[src/rtl/load_store_unit_if.sv]
// ----------------------------------------------------------------------------
// load_store_unit_if
//   Bundles the core request/response handshake and the data-memory bus of
//   the load/store unit.
//
//   master modport : the LSU itself (accepts core requests, initiates memory
//                    transactions, returns responses)
//   slave modport  : the surrounding environment (core + data memory)
//
//   Core request : req_valid, req_ready, req_we, req_size, req_unsigned,
//                  req_addr, req_wdata
//   Core response: resp_valid, resp_ready, resp_rdata, resp_err
//   Memory bus   : mem_req, mem_we, mem_addr, mem_wdata, mem_be,
//                  mem_rdata, mem_ack
// ----------------------------------------------------------------------------
interface load_store_unit_if #(
    parameter int ADDR_W = 32
);
    logic              req_valid;
    logic              req_ready;
    logic              req_we;
    logic [1:0]        req_size;
    logic              req_unsigned;
    logic [ADDR_W-1:0] req_addr;
    logic [31:0]       req_wdata;

    logic              resp_valid;
    logic              resp_ready;
    logic [31:0]       resp_rdata;
    logic              resp_err;

    logic              mem_req;
    logic              mem_we;
    logic [ADDR_W-1:0] mem_addr;
    logic [31:0]       mem_wdata;
    logic [3:0]        mem_be;
    logic [31:0]       mem_rdata;
    logic              mem_ack;

    modport master (
        input  req_valid, req_we, req_size, req_unsigned, req_addr, req_wdata,
        output req_ready,
        output resp_valid, resp_rdata, resp_err,
        input  resp_ready,
        output mem_req, mem_we, mem_addr, mem_wdata, mem_be,
        input  mem_rdata, mem_ack
    );

    modport slave (
        output req_valid, req_we, req_size, req_unsigned, req_addr, req_wdata,
        input  req_ready,
        input  resp_valid, resp_rdata, resp_err,
        output resp_ready,
        input  mem_req, mem_we, mem_addr, mem_wdata, mem_be,
        output mem_rdata, mem_ack
    );
endinterface

[src/rtl/load_store_unit.sv]
// ----------------------------------------------------------------------------
// load_store_unit
//   Core-side initiator for a byte-addressed, big-endian data memory.
//   Converts LB/LH/LW/LBU/LHU/SB/SH/SW requests into word-aligned memory
//   transactions with byte enables, splits accesses crossing a word boundary
//   into two transactions, sign/zero-extends loads and aborts transactions
//   that wait longer than TIMEOUT cycles (TIMEOUT = 0 disables the abort).
//
//   clk  : clock, all state on the rising edge
//   rst  : asynchronous, active-low reset
//   bus  : load_store_unit_if.master (core request/response + memory bus)
// ----------------------------------------------------------------------------
module load_store_unit #(
    parameter int          ADDR_W  = 32,
    parameter int unsigned TIMEOUT = 15
) (
    input  logic                clk,
    input  logic                rst,
    load_store_unit_if.master   bus
);
    localparam int CNT_W = (TIMEOUT == 0) ? 1 : $clog2(TIMEOUT + 1);
    localparam logic [CNT_W-1:0] TMO_LAST = (TIMEOUT == 0) ? '0 : CNT_W'(TIMEOUT - 1);

    typedef enum logic [1:0] {IDLE, ACC1, ACC2, RESP} state_t;

    state_t            state_q, state_d;
    logic              we_q, uns_q, err_q;
    logic [1:0]        size_q;
    logic [ADDR_W-1:0] addr_q;
    logic [31:0]       wdata_q;
    logic [63:0]       rd_q;      // {first word, second word} as read
    logic [CNT_W-1:0]  cnt_q;

    logic [1:0]        off;
    logic [3:0]        be_n;
    logic [7:0]        be_pair;
    logic [31:0]       wd_left;
    logic [63:0]       wd_pair;
    logic [63:0]       rd_shift;
    logic [31:0]       ld_left;
    logic [31:0]       ld_ext;
    logic              split;
    logic              timeout_hit;
    logic [ADDR_W-1:0] base_addr;

    // The access is viewed as an 8-byte window spanning the aligned word and
    // its successor: left-justified data and enables are shifted right by the
    // byte offset, the upper half feeds ACC1 and the lower half feeds ACC2.
    always_comb begin
        off = addr_q[1:0];
        case (size_q)
            2'b00:   be_n = 4'b1000;
            2'b01:   be_n = 4'b1100;
            default: be_n = 4'b1111;
        endcase
        case (size_q)
            2'b00:   wd_left = {wdata_q[7:0], 24'b0};
            2'b01:   wd_left = {wdata_q[15:0], 16'b0};
            default: wd_left = wdata_q;
        endcase
        be_pair  = {be_n, 4'b0} >> off;
        wd_pair  = {wd_left, 32'b0} >> {off, 3'b000};
        split    = |be_pair[3:0];

        rd_shift = rd_q << {off, 3'b000};
        ld_left  = rd_shift[63:32];
        case (size_q)
            2'b00:   ld_ext = {{24{~uns_q & ld_left[31]}}, ld_left[31:24]};
            2'b01:   ld_ext = {{16{~uns_q & ld_left[31]}}, ld_left[31:16]};
            default: ld_ext = ld_left;
        endcase

        base_addr   = {addr_q[ADDR_W-1:2], 2'b00};
        timeout_hit = (TIMEOUT != 0) && (cnt_q == TMO_LAST);
    end

    always_ff @(posedge clk or negedge rst) begin
        if (!rst) begin
            state_q <= IDLE;
            we_q    <= 1'b0;
            uns_q   <= 1'b0;
            err_q   <= 1'b0;
            size_q  <= '0;
            addr_q  <= '0;
            wdata_q <= '0;
            rd_q    <= '0;
            cnt_q   <= '0;
        end else begin
            state_q <= state_d;
            case (state_q)
                IDLE: if (bus.req_valid) begin
                    we_q    <= bus.req_we;
                    uns_q   <= bus.req_unsigned;
                    size_q  <= bus.req_size;
                    addr_q  <= bus.req_addr;
                    wdata_q <= bus.req_wdata;
                    err_q   <= (bus.req_size == 2'b11);
                    cnt_q   <= '0;
                end
                ACC1, ACC2: begin
                    if (bus.mem_ack) begin
                        cnt_q <= '0;
                        if (state_q == ACC1) rd_q[63:32] <= bus.mem_rdata;
                        else                 rd_q[31:0]  <= bus.mem_rdata;
                    end else if (timeout_hit) begin
                        err_q <= 1'b1;
                    end else begin
                        cnt_q <= cnt_q + 1'b1;
                    end
                end
                default: ;
            endcase
        end
    end

    always_comb begin
        state_d        = state_q;
        bus.req_ready  = 1'b0;
        bus.resp_valid = 1'b0;
        bus.resp_err   = 1'b0;
        bus.resp_rdata = '0;
        bus.mem_req    = 1'b0;
        bus.mem_we     = 1'b0;
        bus.mem_addr   = '0;
        bus.mem_wdata  = '0;
        bus.mem_be     = '0;
        case (state_q)
            IDLE: begin
                bus.req_ready = 1'b1;
                if (bus.req_valid)
                    state_d = (bus.req_size == 2'b11) ? RESP : ACC1;
            end
            ACC1: begin
                bus.mem_req   = 1'b1;
                bus.mem_we    = we_q;
                bus.mem_addr  = base_addr;
                bus.mem_be    = be_pair[7:4];
                bus.mem_wdata = we_q ? wd_pair[63:32] : '0;
                if (bus.mem_ack)      state_d = split ? ACC2 : RESP;
                else if (timeout_hit) state_d = RESP;
            end
            ACC2: begin
                bus.mem_req   = 1'b1;
                bus.mem_we    = we_q;
                bus.mem_addr  = base_addr + ADDR_W'(4);
                bus.mem_be    = be_pair[3:0];
                bus.mem_wdata = we_q ? wd_pair[31:0] : '0;
                if (bus.mem_ack || timeout_hit) state_d = RESP;
            end
            RESP: begin
                bus.resp_valid = 1'b1;
                bus.resp_err   = err_q;
                bus.resp_rdata = (!we_q && !err_q) ? ld_ext : '0;
                if (bus.resp_ready) state_d = IDLE;
            end
            default: state_d = IDLE;
        endcase
    end
endmodule

[src/flat_wrapper.sv]
// flat-port wrapper written by rule: the top's interface ports become plain ports
module load_store_unit_flat 
#(
    parameter int          ADDR_W  = 32,
    parameter int unsigned TIMEOUT = 15
)
  (clk, rst, bus_req_valid, bus_req_we, bus_req_size, bus_req_unsigned, bus_req_addr, bus_req_wdata, bus_req_ready, bus_resp_valid, bus_resp_rdata, bus_resp_err, bus_resp_ready, bus_mem_req, bus_mem_we, bus_mem_addr, bus_mem_wdata, bus_mem_be, bus_mem_rdata, bus_mem_ack);
  load_store_unit_if #(.ADDR_W(ADDR_W)) bus_i ();
  input  logic clk;
  input  logic rst;
  input wire logic [$bits(bus_i.req_valid)-1:0] bus_req_valid;
  input wire logic [$bits(bus_i.req_we)-1:0] bus_req_we;
  input wire logic [$bits(bus_i.req_size)-1:0] bus_req_size;
  input wire logic [$bits(bus_i.req_unsigned)-1:0] bus_req_unsigned;
  input wire logic [$bits(bus_i.req_addr)-1:0] bus_req_addr;
  input wire logic [$bits(bus_i.req_wdata)-1:0] bus_req_wdata;
  output wire logic [$bits(bus_i.req_ready)-1:0] bus_req_ready;
  output wire logic [$bits(bus_i.resp_valid)-1:0] bus_resp_valid;
  output wire logic [$bits(bus_i.resp_rdata)-1:0] bus_resp_rdata;
  output wire logic [$bits(bus_i.resp_err)-1:0] bus_resp_err;
  input wire logic [$bits(bus_i.resp_ready)-1:0] bus_resp_ready;
  output wire logic [$bits(bus_i.mem_req)-1:0] bus_mem_req;
  output wire logic [$bits(bus_i.mem_we)-1:0] bus_mem_we;
  output wire logic [$bits(bus_i.mem_addr)-1:0] bus_mem_addr;
  output wire logic [$bits(bus_i.mem_wdata)-1:0] bus_mem_wdata;
  output wire logic [$bits(bus_i.mem_be)-1:0] bus_mem_be;
  input wire logic [$bits(bus_i.mem_rdata)-1:0] bus_mem_rdata;
  input wire logic [$bits(bus_i.mem_ack)-1:0] bus_mem_ack;
  assign bus_i.req_valid = bus_req_valid;
  assign bus_i.req_we = bus_req_we;
  assign bus_i.req_size = bus_req_size;
  assign bus_i.req_unsigned = bus_req_unsigned;
  assign bus_i.req_addr = bus_req_addr;
  assign bus_i.req_wdata = bus_req_wdata;
  assign bus_req_ready = bus_i.req_ready;
  assign bus_resp_valid = bus_i.resp_valid;
  assign bus_resp_rdata = bus_i.resp_rdata;
  assign bus_resp_err = bus_i.resp_err;
  assign bus_i.resp_ready = bus_resp_ready;
  assign bus_mem_req = bus_i.mem_req;
  assign bus_mem_we = bus_i.mem_we;
  assign bus_mem_addr = bus_i.mem_addr;
  assign bus_mem_wdata = bus_i.mem_wdata;
  assign bus_mem_be = bus_i.mem_be;
  assign bus_i.mem_rdata = bus_mem_rdata;
  assign bus_i.mem_ack = bus_mem_ack;
  load_store_unit #(.ADDR_W(ADDR_W), .TIMEOUT(TIMEOUT)) u_core (.clk(clk), .rst(rst), .bus(bus_i));
endmodule
[config.mk]
export PLATFORM = sky130hd
export DESIGN_NAME = load_store_unit_flat
export DESIGN_NICKNAME = d
export VERILOG_FILES = /design/src/rtl/load_store_unit_if.sv /design/src/rtl/load_store_unit.sv /design/src/flat_wrapper.sv
export SDC_FILE = /design/constraint.sdc
export NUM_CORES = 1
export LEC_CHECK = 0
export ABC_AREA = 1
export BUFFER_PORTS_ARGS = -buffer_cell sky130_fd_sc_hd__buf_2
export CORE_ASPECT_RATIO = 1.25
export CORE_MARGIN = 2
export CORE_UTILIZATION = 35
export CTS_CLUSTER_DIAMETER = 200
export DETAILED_ROUTE_END_ITERATION = 7
export PLACE_DENSITY = 0.69
export SYNTH_ARGS = -nofsm -noshare
export SYNTH_HDL_FRONTEND = slang
export SYNTH_SLANG_ARGS = --single-unit
[constraint.sdc]
create_clock -name clk -period 1.7 [get_ports clk]
set_clock_uncertainty 0.15 [all_clocks]
set_input_delay 0.085 -clock clk [delete_from_list [all_inputs] [get_ports clk]]
set_output_delay 0.085 -clock clk [all_outputs]
set_load 0.05 [all_outputs]
* After elaboration in Yosys (flattened, before gate mapping)
Cells that the tools add are included.
** Storage, ports and cells
- Bits in registers :: 139
- Word-level logic and storage cells :: 77
- Bits of input ports :: 105
- Output and inout bits :: 105
** Operators by class
- Bitwise gates (word level) :: 3
- Reductions and logical operators :: 15
- Shifts and indexed selects :: 3
- Equality and inequality tests :: 13
- Add/sub/neg operators :: 2
- Multiplexer cells :: 31
** Operators by type and width (count)
- 32-bit one-hot mux with 2 select lines :: 4
- 32-bit two-way mux :: 4
- 64-bit by 5-bit left shift with 64-bit output :: 1
- 64-bit by 5-bit right shift with 64-bit output :: 1
- 32-bit by 3-bit adder with 32-bit output (second input constant) :: 1
- 4-bit one-hot mux with 2 select lines :: 2
- 2-bit two-way mux :: 6
- 4-bit two-way mux :: 3
- 1-bit two-way mux :: 9
- 3-bit AND reduction :: 3
- 2-bit one-hot mux with 4 select lines :: 1
- 4-bit AND reduction :: 2
- 8-bit by 2-bit right shift with 8-bit output :: 1
- 2-bit == test (second input constant) :: 3
- 2-bit != test (second input constant) :: 3
- 3-bit one-hot mux with 2 select lines :: 1
- 4-bit by 1-bit adder with 4-bit output (second input constant) :: 1
- 2-bit by 1-bit == test with 1-bit output (second input constant) :: 2
- 4-bit == test (second input constant) :: 1
- 2-bit zero test :: 2
- 2-bit by 1-bit != test with 1-bit output (second input constant) :: 2
- 4-bit OR reduction :: 1
- 3-bit by 2-bit != test with 1-bit output (second input constant) :: 1
- 3-bit != test (second input constant) :: 1
- 9 further kinds :: 11

* Depth between registers and ports, before layout
Gate-level depths: netlist (run 1).
- Depth in word-level cells :: 7
- Mapped depth :: 11

* Least setup slack after synthesis (run 1)
No wires, ideal clock.
- Path type :: reg2out
- Start point :: register u_core.state_q[0]
- End point :: output bus_mem_wdata[23]
- Setup slack :: -1.337 ns
- Arrival time :: 2.802 ns
- Stages on the path, launching flop included :: 7
- Data required time :: 1.465 ns
- Cells stage by stage :: dfrtp_1 -> inv_1 -> ha_1 -> nand2_1 -> inv_1 -> nand2_1 -> a21boi_1
** Between the ends
- Longest elaborated chain between the ends :: 2
- Elaborated cells on any way between the ends :: 3
- Classes of those cells :: eq/ne: 2; mux: 1
** Ends and longest elaborated chain
- from (decl) :: RTL line load_store_unit.sv:26 : state_t state_q, state_d;
- from (signal assigned) :: RTL line load_store_unit.sv:89 : state_q <= state_d;
- 2-bit == test / 2-bit by 1-bit == test with 1-bit output (equally long branches) :: RTL line load_store_unit.sv:127 : case (state_q)
- 32-bit one-hot mux with 2 select lines (*) :: RTL line load_store_unit.sv:127
- to (decl) :: RTL line flat_wrapper.sv:25 : output wire logic [$bits(bus_i.mem_wdata)-1:0] bus_mem_wdata;
Every way passes the cells marked *; elsewhere a longest branch is shown, timed or not.

* Worst setup path in the final report (run 1)
- Start point :: register u_core.size_q[1]
- End point :: output bus_mem_wdata[27]
** Between the ends
- Longest elaborated chain between the ends :: 5
- Elaborated cells on any way between the ends :: 7
- Classes of those cells :: eq/ne: 1; shift: 1; mux: 4; reduce/logical: 1
** Ends and longest elaborated chain
- from (decl) :: RTL line load_store_unit.sv:28 : logic [1:0] size_q;
- from (signal assigned) :: RTL line load_store_unit.sv:94 : size_q <= bus.req_size;
- 2-bit by 1-bit == test with 1-bit output / 2-bit zero test (equally long branches) :: RTL line load_store_unit.sv:56 : case (size_q)
- 32-bit one-hot mux with 2 select lines (*) :: RTL line load_store_unit.sv:56
- 64-bit by 5-bit right shift with 64-bit output (*) :: RTL line load_store_unit.sv:62 : wd_pair = {wd_left, 32'b0} >> {off, 3'b000};
- 32-bit two-way mux (on tied branches) :: RTL line load_store_unit.sv:147, load_store_unit.sv:138
- 32-bit one-hot mux with 2 select lines (*) :: RTL line load_store_unit.sv:127
Marked as above.

==> results.toml, run 1 <==
[global_route]
first_global_vias = 12110
globalRoute.totalOverflow = 0
antenna_found_initial = 2
grtUsageTotal_pct = 29.60
maximum_number_of_pins_on_one_net_before_global_route_repair = 49
grt_first_pass_wirelength_mm = 63.20

[logic_synthesis]
seq_area_frac_synth_pct = 36.37
synth_largest_type_area_fraction_pct = 36.37
count_of_unique_library_cells_instantiated_by_yosys = 39
synth_area_per_cell_um2 = 6.527
total_number_of_yosys_warnings = 0
synth_top_cells_by_area = "dfrtp_1 36%, nand2_1 18%, inv_1 6.2%"
ys_seq_elements = 131
post_synth_instance_area_mm2 = 0.009014
synth_instances = 1381
netlist.top_cell.by_area = "dfrtp_1"

[setup_path]
worst-endpoint-required_ps = 1460
crit_path_end_kind = "primary output"
r2r_cells = 8
cp-start-kind = "flip-flop"
worstPathMaxFanout = 8
wp_data_arrival_ps = 2230
timing.setup.critical_path_class = "flip-flop to primary output"

[pwr]
p_leak_nw = 7.998
power.density_mw_per_mm2 = 2231
max-vdd-ir-drop_uv = 1693

[sta]
layout_worst_path_cycle_share_pct = 144.8
layout_setup_ws_ps = -762.4
finalHoldViolations = 0
post_layout_min_period_ps = 2462
setup_repair_after_global_routing_missed_its_margin = "true"
fmaxAchievable_ghz = 0.4061
drv_slew = 0
setup_viol = 132
setup-tns-final_ps = -60920

[place]
gpl.final_weighted_congestion = 0.9987
dp_cells = 2039
detailedPlace.worstSlack_ps = -327.6
placement.cell_area_mm2 = 0.01283
hpwlAfterDp_mm = 26.20
place.port_buffers = 207

[run_status]
run_status = "complete, but fails checks"
failed_checks = "DRC, setup timing"

[route]
vias_per_cell = 5.436
drtAntennaViolNets = 0
route.detailed.wl_per_inst_um = 19.20
route.vias.total = 12100
drt_first_iter_violations = 1201
detail_route.drc_violations = 21
firstDrtPassIters = 8
totalWireLength_mm = 42.73

[clocking]
cts_inserted_buffers = 17
clock_tree_from_tritoncts = "done"
clk_latency_ps = 430
clkSinkCount = 131
ctsLongestPathBuffers = 2
clkSlewWorstSetupHoldPaths_ps = 60
clock_tree.root_cell = "clkbuf_16"
ctsHtreeMaxLevel = 4

[floorplan]
ios = 210
floorplan.die.height_um = 183.4
floorplan_core_area_mm2 = 0.02529
initial_utilization_pct = 35.64
rows = 65
die_outline_area_mm2 = 0.02706
floorplan.die.width_um = 147.5

[job]
drv_cap = 0

[min_path]
timing.hold.worst.class = "input pin to asynchronous set/reset pin"

[cells_and_area]
finish.instance_area_mm2 = 0.01700
area_growth_pct = 88.58
post_layout_nonfiller_instances = 2225
layout-drive-gt1-share_pct = 46.72
fillCellCount = 1794
layout.area.seq_mm2 = 0.003284
layout.nets = 1987
multiInputGateArea_mm2 = 0.006698
worst paths after layout:
kind                                               start                     endpoint  slack [ps]
min reg2reg                  u_core.cnt_q[3]$_DFFE_PN0P_  u_core.cnt_q[3]$_DFFE_PN0P_         320
min in group clk                           bus_req_valid     u_core.err_q$_DFFE_PN0P_          40
max                         u_core.size_q[1]$_DFFE_PN0P_            bus_mem_wdata[27]        -760
max in group asynchronous                            rst  u_core.rd_q[42]$_DFFE_PN0P_         810
min                                                  rst  u_core.cnt_q[3]$_DFFE_PN0P_           7
max reg2reg                u_core.state_q[0]$_DFFE_PN0P_  u_core.rd_q[34]$_DFFE_PN0P_        -190
power breakdown:
part	internal [mW]	total [mW]	switching [mW]
combinational	11.3	28.2	16.9
sequential	4.60	5.98	1.39
clock	2.22	3.77	1.55
sequential cells by signal, indices dropped and copies added, names as in the netlist:
name and count:
u_core.uns_q 1, u_core.rd_q 56, u_core.addr_q 32, u_core.err_q 1, u_core.wdata_q 32, u_core.size_q 2, u_core.cnt_q 4, u_core.state_q 2
u_core.we_q 1
through the flow:
stage	utilization, %	total power, mW	hold WS [ps]
3_5_place_dp	50.74	26.99	-90.16
2_1_floorplan	-	19.68	-360.6
3_3_place_gp	50.74	26.68	-89.74
4_1_cts	64.18	34.96	2.932
6_report	67.20	37.92	6.875
5_1_grt	67.18	39.81	37.41
critical path, cell delays in order, from the launching register on:
cell	delay (ps)
dfrtp_2	450
buf_6	140
nor2_4	120
buf_12	160
nand2_1	80
nand3_2	110
nor2_1	50
nor2_1	200
nand2_1	120
nand2_2	90
clkinvlp_4	110
buf_8	160
synth_stat cells, drive strengths merged:
cell,count
nand2,448
inv,158
nor2,157
dfrtp,131
o21ai,128
a21oi,101
nand3,92
buf,53
mux2,27
clkbuf,17
nand4,12
o22ai,11
or2,10
a22oi,7
ha,7
o221ai,7
o211ai,3
a21boi,2
nor3,2
o21bai,2
a211oi,1
a22o,1
conb,1
nand3b,1
o32ai,1
xor2,1
area by class of cell:
type                            count  share of cell area (%)
Clock inverter                     13                  0.8833
Tap cell                          335                   2.466
Antenna cell                        2                 0.02944
Multi-Input combinational cell   1023                   39.40
Sequential cell                   131                   19.32
Inverter                          158                   4.321
Clock buffer                       19                   2.606
Timing Repair Buffer              544                   30.97
logic make-up (layout without fill, tap and decap cells):
| family | Yosys count | in the layout | synth area share (%) |
|---|---|---|---|
| xor gates and xnor gates | 1 | 1 | 0.09719 |
| muxes | 27 | 27 | 3.456 |
| adders and majority gates | 7 | 7 | 0.9716 |
| and+or+nand+nor | 722 | 722 | 32.88 |
| buffers and inverters | 228 | 734 | 10.58 |
| other | 1 | 4 | 0.04160 |
| AOI/OAI and AO/OA | 264 | 264 | 15.60 |
| DFF | 131 | 131 | 36.37 |
cell usage in the layout, fill, tap and decap left out, drive strengths merged:
cell and n:
bufinv 2, clkinv 3, dfrtp 131, o32ai 1, a21oi 101, ha 7
o221ai 7, conb 2, a211oi 1, clkinvlp 29, nand3 92, inv 137
o21ai 128, a22oi 7, o22ai 11, dlygate4sd3 103, clkbuf 20, nor3 2
nand4 12, nand3b 1, buf 440, or2 10, o21bai 2, nand2 448
a21boi 2, mux2 27, nor2 157, xor2 1, a22o 1, diode 2
o211ai 3
layer usage:
metal	vias up	GRT usage, %	part of all wire (%)
met1	5708	33.63	35
met3	221	6.278	7.7
met5	-	0	0
met2	741	51.42	50
li1	5426	-	-
met4	0	16.85	6.4
timing repair:
item / 4_1_cts / 5_1_grt
endpoints found under the setup margin: 157 / 157
buffers inserted: 26 / 19
hold buffers: 103 / 0
gates resized for setup: 434 / 176
hold endpoints to repair: 262 / 0
gates cloned: 5 / 1
pin swaps: 73 / 69
Note: power is estimated with default switching activity, not from simulation.
==> run 2: changes to the inputs <==
CELL_PAD_IN_SITES_DETAIL_PLACEMENT = 1   (was not set)
CELL_PAD_IN_SITES_GLOBAL_PLACEMENT = 2   (was not set)
CORE_UTILIZATION = 26   (was 35)
PLACE_DENSITY = 0.88   (was 0.69)
==> results.toml, run 2 (same netlist as run 1, synthesis figures left out) <==
[pwr]
max-vdd-ir-drop_uv = 1778
power_frac_seq_pct = 14.9
cellInternalPower_mw = 19.87
total_power_mw = 41.94
netSwitchingFraction_pct = 52.62
switchingPower_mw = 22.07
power.density_mw_per_mm2 = 2296
clock_power_share_pct = 9.2
power.share.combinational_pct = 75.9
p_leak_nw = 8.425

[sta]
finalHoldViolations = 0
post_layout_min_period_ps = 2514
layout_worst_path_cycle_share_pct = 147.9
setup_viol = 200
setup_repair_after_global_routing_missed_its_margin = "true"
worst_pin_slew_ps = 546.3
fmaxAchievable_ghz = 0.3977
slew_headroom_pct = 63.58
layout_setup_ws_ps = -814.3
drv_slew = 0
hold-worst-slack_ps = 42.85

[cells_and_area]
finish.instance_area_mm2 = 0.01826
most_common_library_cell_in_the_layout_ignoring_fill_and_taps = "nand2_1"
mostFrequentLayoutCells = "296 x nand2_1, 166 x buf_4, 124 x dfrtp_1, 108 x nor2_1"
area_growth_pct = 102.6
layout.nets = 2023
post_layout_nonfiller_instances = 2394
largest_register_ffs = 56
largest_register = "u_core.rd_q"
layout-drive-gt1-share_pct = 50.31
biggestRegsByFlops = "u_core.rd_q (56), u_core.addr_q (32), u_core.wdata_q (32)"

[setup_path]
crit_path_end_kind = "primary output"
cpPeakStageDelay_ps = 420
wp_data_arrival_ps = 2280
worst-endpoint-required_ps = 1460
cpLargestDelayFamily = "buffers and inverters"
cp-start-kind = "flip-flop"
critPathSlowestCell = "dfrtp_1"
critical_path.cell_chain = "inv_2 > ha_4 > buf_4 > nand2_2 > inv_2 > buf_6 > buf_4 > nand2_2 > o21ai_4 > buf_6"
worstPathMaxFanout = 6
timing.setup.critical_path_class = "flip-flop to primary output"
critPathBufInv = 6

[clocking]
ctsLongestPathBuffers = 2
cts_inserted_buffers = 17
clkSlewWorstSetupHoldPaths_ps = 70
clock_tree.root_cell = "clkbuf_16"
clk_latency_ps = 460
ctsHtreeMaxLevel = 4
clkSinkCount = 131
clock_tree_from_tritoncts = "done"

[global_route]
antenna_found_initial = 4
first_global_vias = 13120
grtUsageTotal_pct = 27.06
globalRoute.totalOverflow = 0
maximum_number_of_pins_on_one_net_before_global_route_repair = 88
grt_first_pass_wirelength_mm = 74.75

[place]
dp_cells = 2161
place.port_buffers = 207
gpl.final_weighted_congestion = 0.9530
placement.cell_area_mm2 = 0.01297
hpwlAfterDp_mm = 30.38

[floorplan]
floorplan.die.width_um = 170.5
die_outline_area_mm2 = 0.03618
floorplan.die.height_um = 212.2
rows = 76
initial_utilization_pct = 26.26
floorplan_core_area_mm2 = 0.03433
ios = 210

[route]
drt_first_iter_violations = 819
route.detailed.wl_per_inst_um = 23.05
detail_route.drc_violations = 0
route.vias.total = 12440
firstDrtPassIters = 7
drtAntennaViolNets = 0
vias_per_cell = 5.196
totalWireLength_mm = 55.17

[job]
drv_cap = 0

[min_path]
timing.hold.worst.class = "input pin to asynchronous set/reset pin"

[run_status]
failed_checks = "setup timing"
run_status = "complete, but fails checks"
## run 2: what timing repair did
item                                   4_1_cts  5_1_grt
pin swaps                                   55       49
setup endpoints to repair                  164      178
hold buffers                               103        0
endpoints found under the hold margin      261        0
cloned                                      15        7
buffers inserted                            39       37
gates resized for setup                    551      199
## run 2: path summary, 6_finish.rpt
| check | start | end | depth (start not counted) | slack, ps |
|---|---|---|---|---|
| worst min-delay path | rst | u_core.wdata_q[1]$_DFFE_PN0P_ | 3 | 40 |
| worst max register to register | u_core.state_q[0]$_DFFE_PN0P_ | u_core.rd_q[14]$_DFFE_PN0P_ | 11 | -580 |
| worst min register to register | u_core.cnt_q[3]$_DFFE_PN0P_ | u_core.cnt_q[3]$_DFFE_PN0P_ | 1 | 350 |
| max in group asynchronous | rst | u_core.rd_q[29]$_DFFE_PN0P_ | 3 | 850 |
| worst max-delay path | u_core.state_q[0]$_DFFE_PN0P_ | bus_mem_addr[16] | 10 | -810 |
| min in group clk | bus_req_valid | u_core.state_q[0]$_DFFE_PN0P_ | 5 | 90 |
## run 2: power groups by stage
stage	logic, mW	clock network [mW]	registers, mW
floorplan	14.2	0	5.48
global placement	21.2	0	5.71
detailed placement	21.7	0	5.80
CTS	28.1	3.80	5.92
global route	33.4	3.99	6.35
finish	31.8	3.84	6.26
## run 2: cell type report
cell class	count	area, um^2
diodes	2	5.005
clock buffers	18	429.2
clock inverters	14	153.9
fillers	3898	16070
inverters	158	743.2
multi-input cells	1024	7056
flip-flops and latches	131	3287
well taps	468	585.6
repair buffers	579	6003
## run 2: layer usage
| layer | GRT usage, % | vias to the layer above | share of wire, % |
|---|---|---|---|
| met5 | 0 | - | 0.049 |
| met4 | 14.29 | 4 | 6.0 |
| met3 | 5.249 | 207 | 5.5 |
| met2 | 47.27 | 575 | 51 |
| met1 | 31.13 | 6168 | 37 |
| li1 | - | 5486 | - |
## run 2: through the flow
step | utilization (%) | TNS, ps | setup slack (ps)
6_report | 53.20 | -100570 | -814.3
4_1_cts | 49.95 | -76210 | -712.8
5_1_grt | 53.20 | -110560 | -886.8
2_1_floorplan | - | -29190 | -356.8
3_5_place_dp | 37.77 | -34450 | -371.7
3_3_place_gp | 37.77 | -26770 | -322.4
## run 2: worst register-to-register path: stages (launching register included)
cell,delay (ps)
dfrtp_1,420
inv_2,90
ha_4,330
buf_4,130
buf_8,130
buf_8,120
buf_4,110
nand3_4,120
buf_12,180
buf_16,150
nand2_1,100
o21ai_0,100
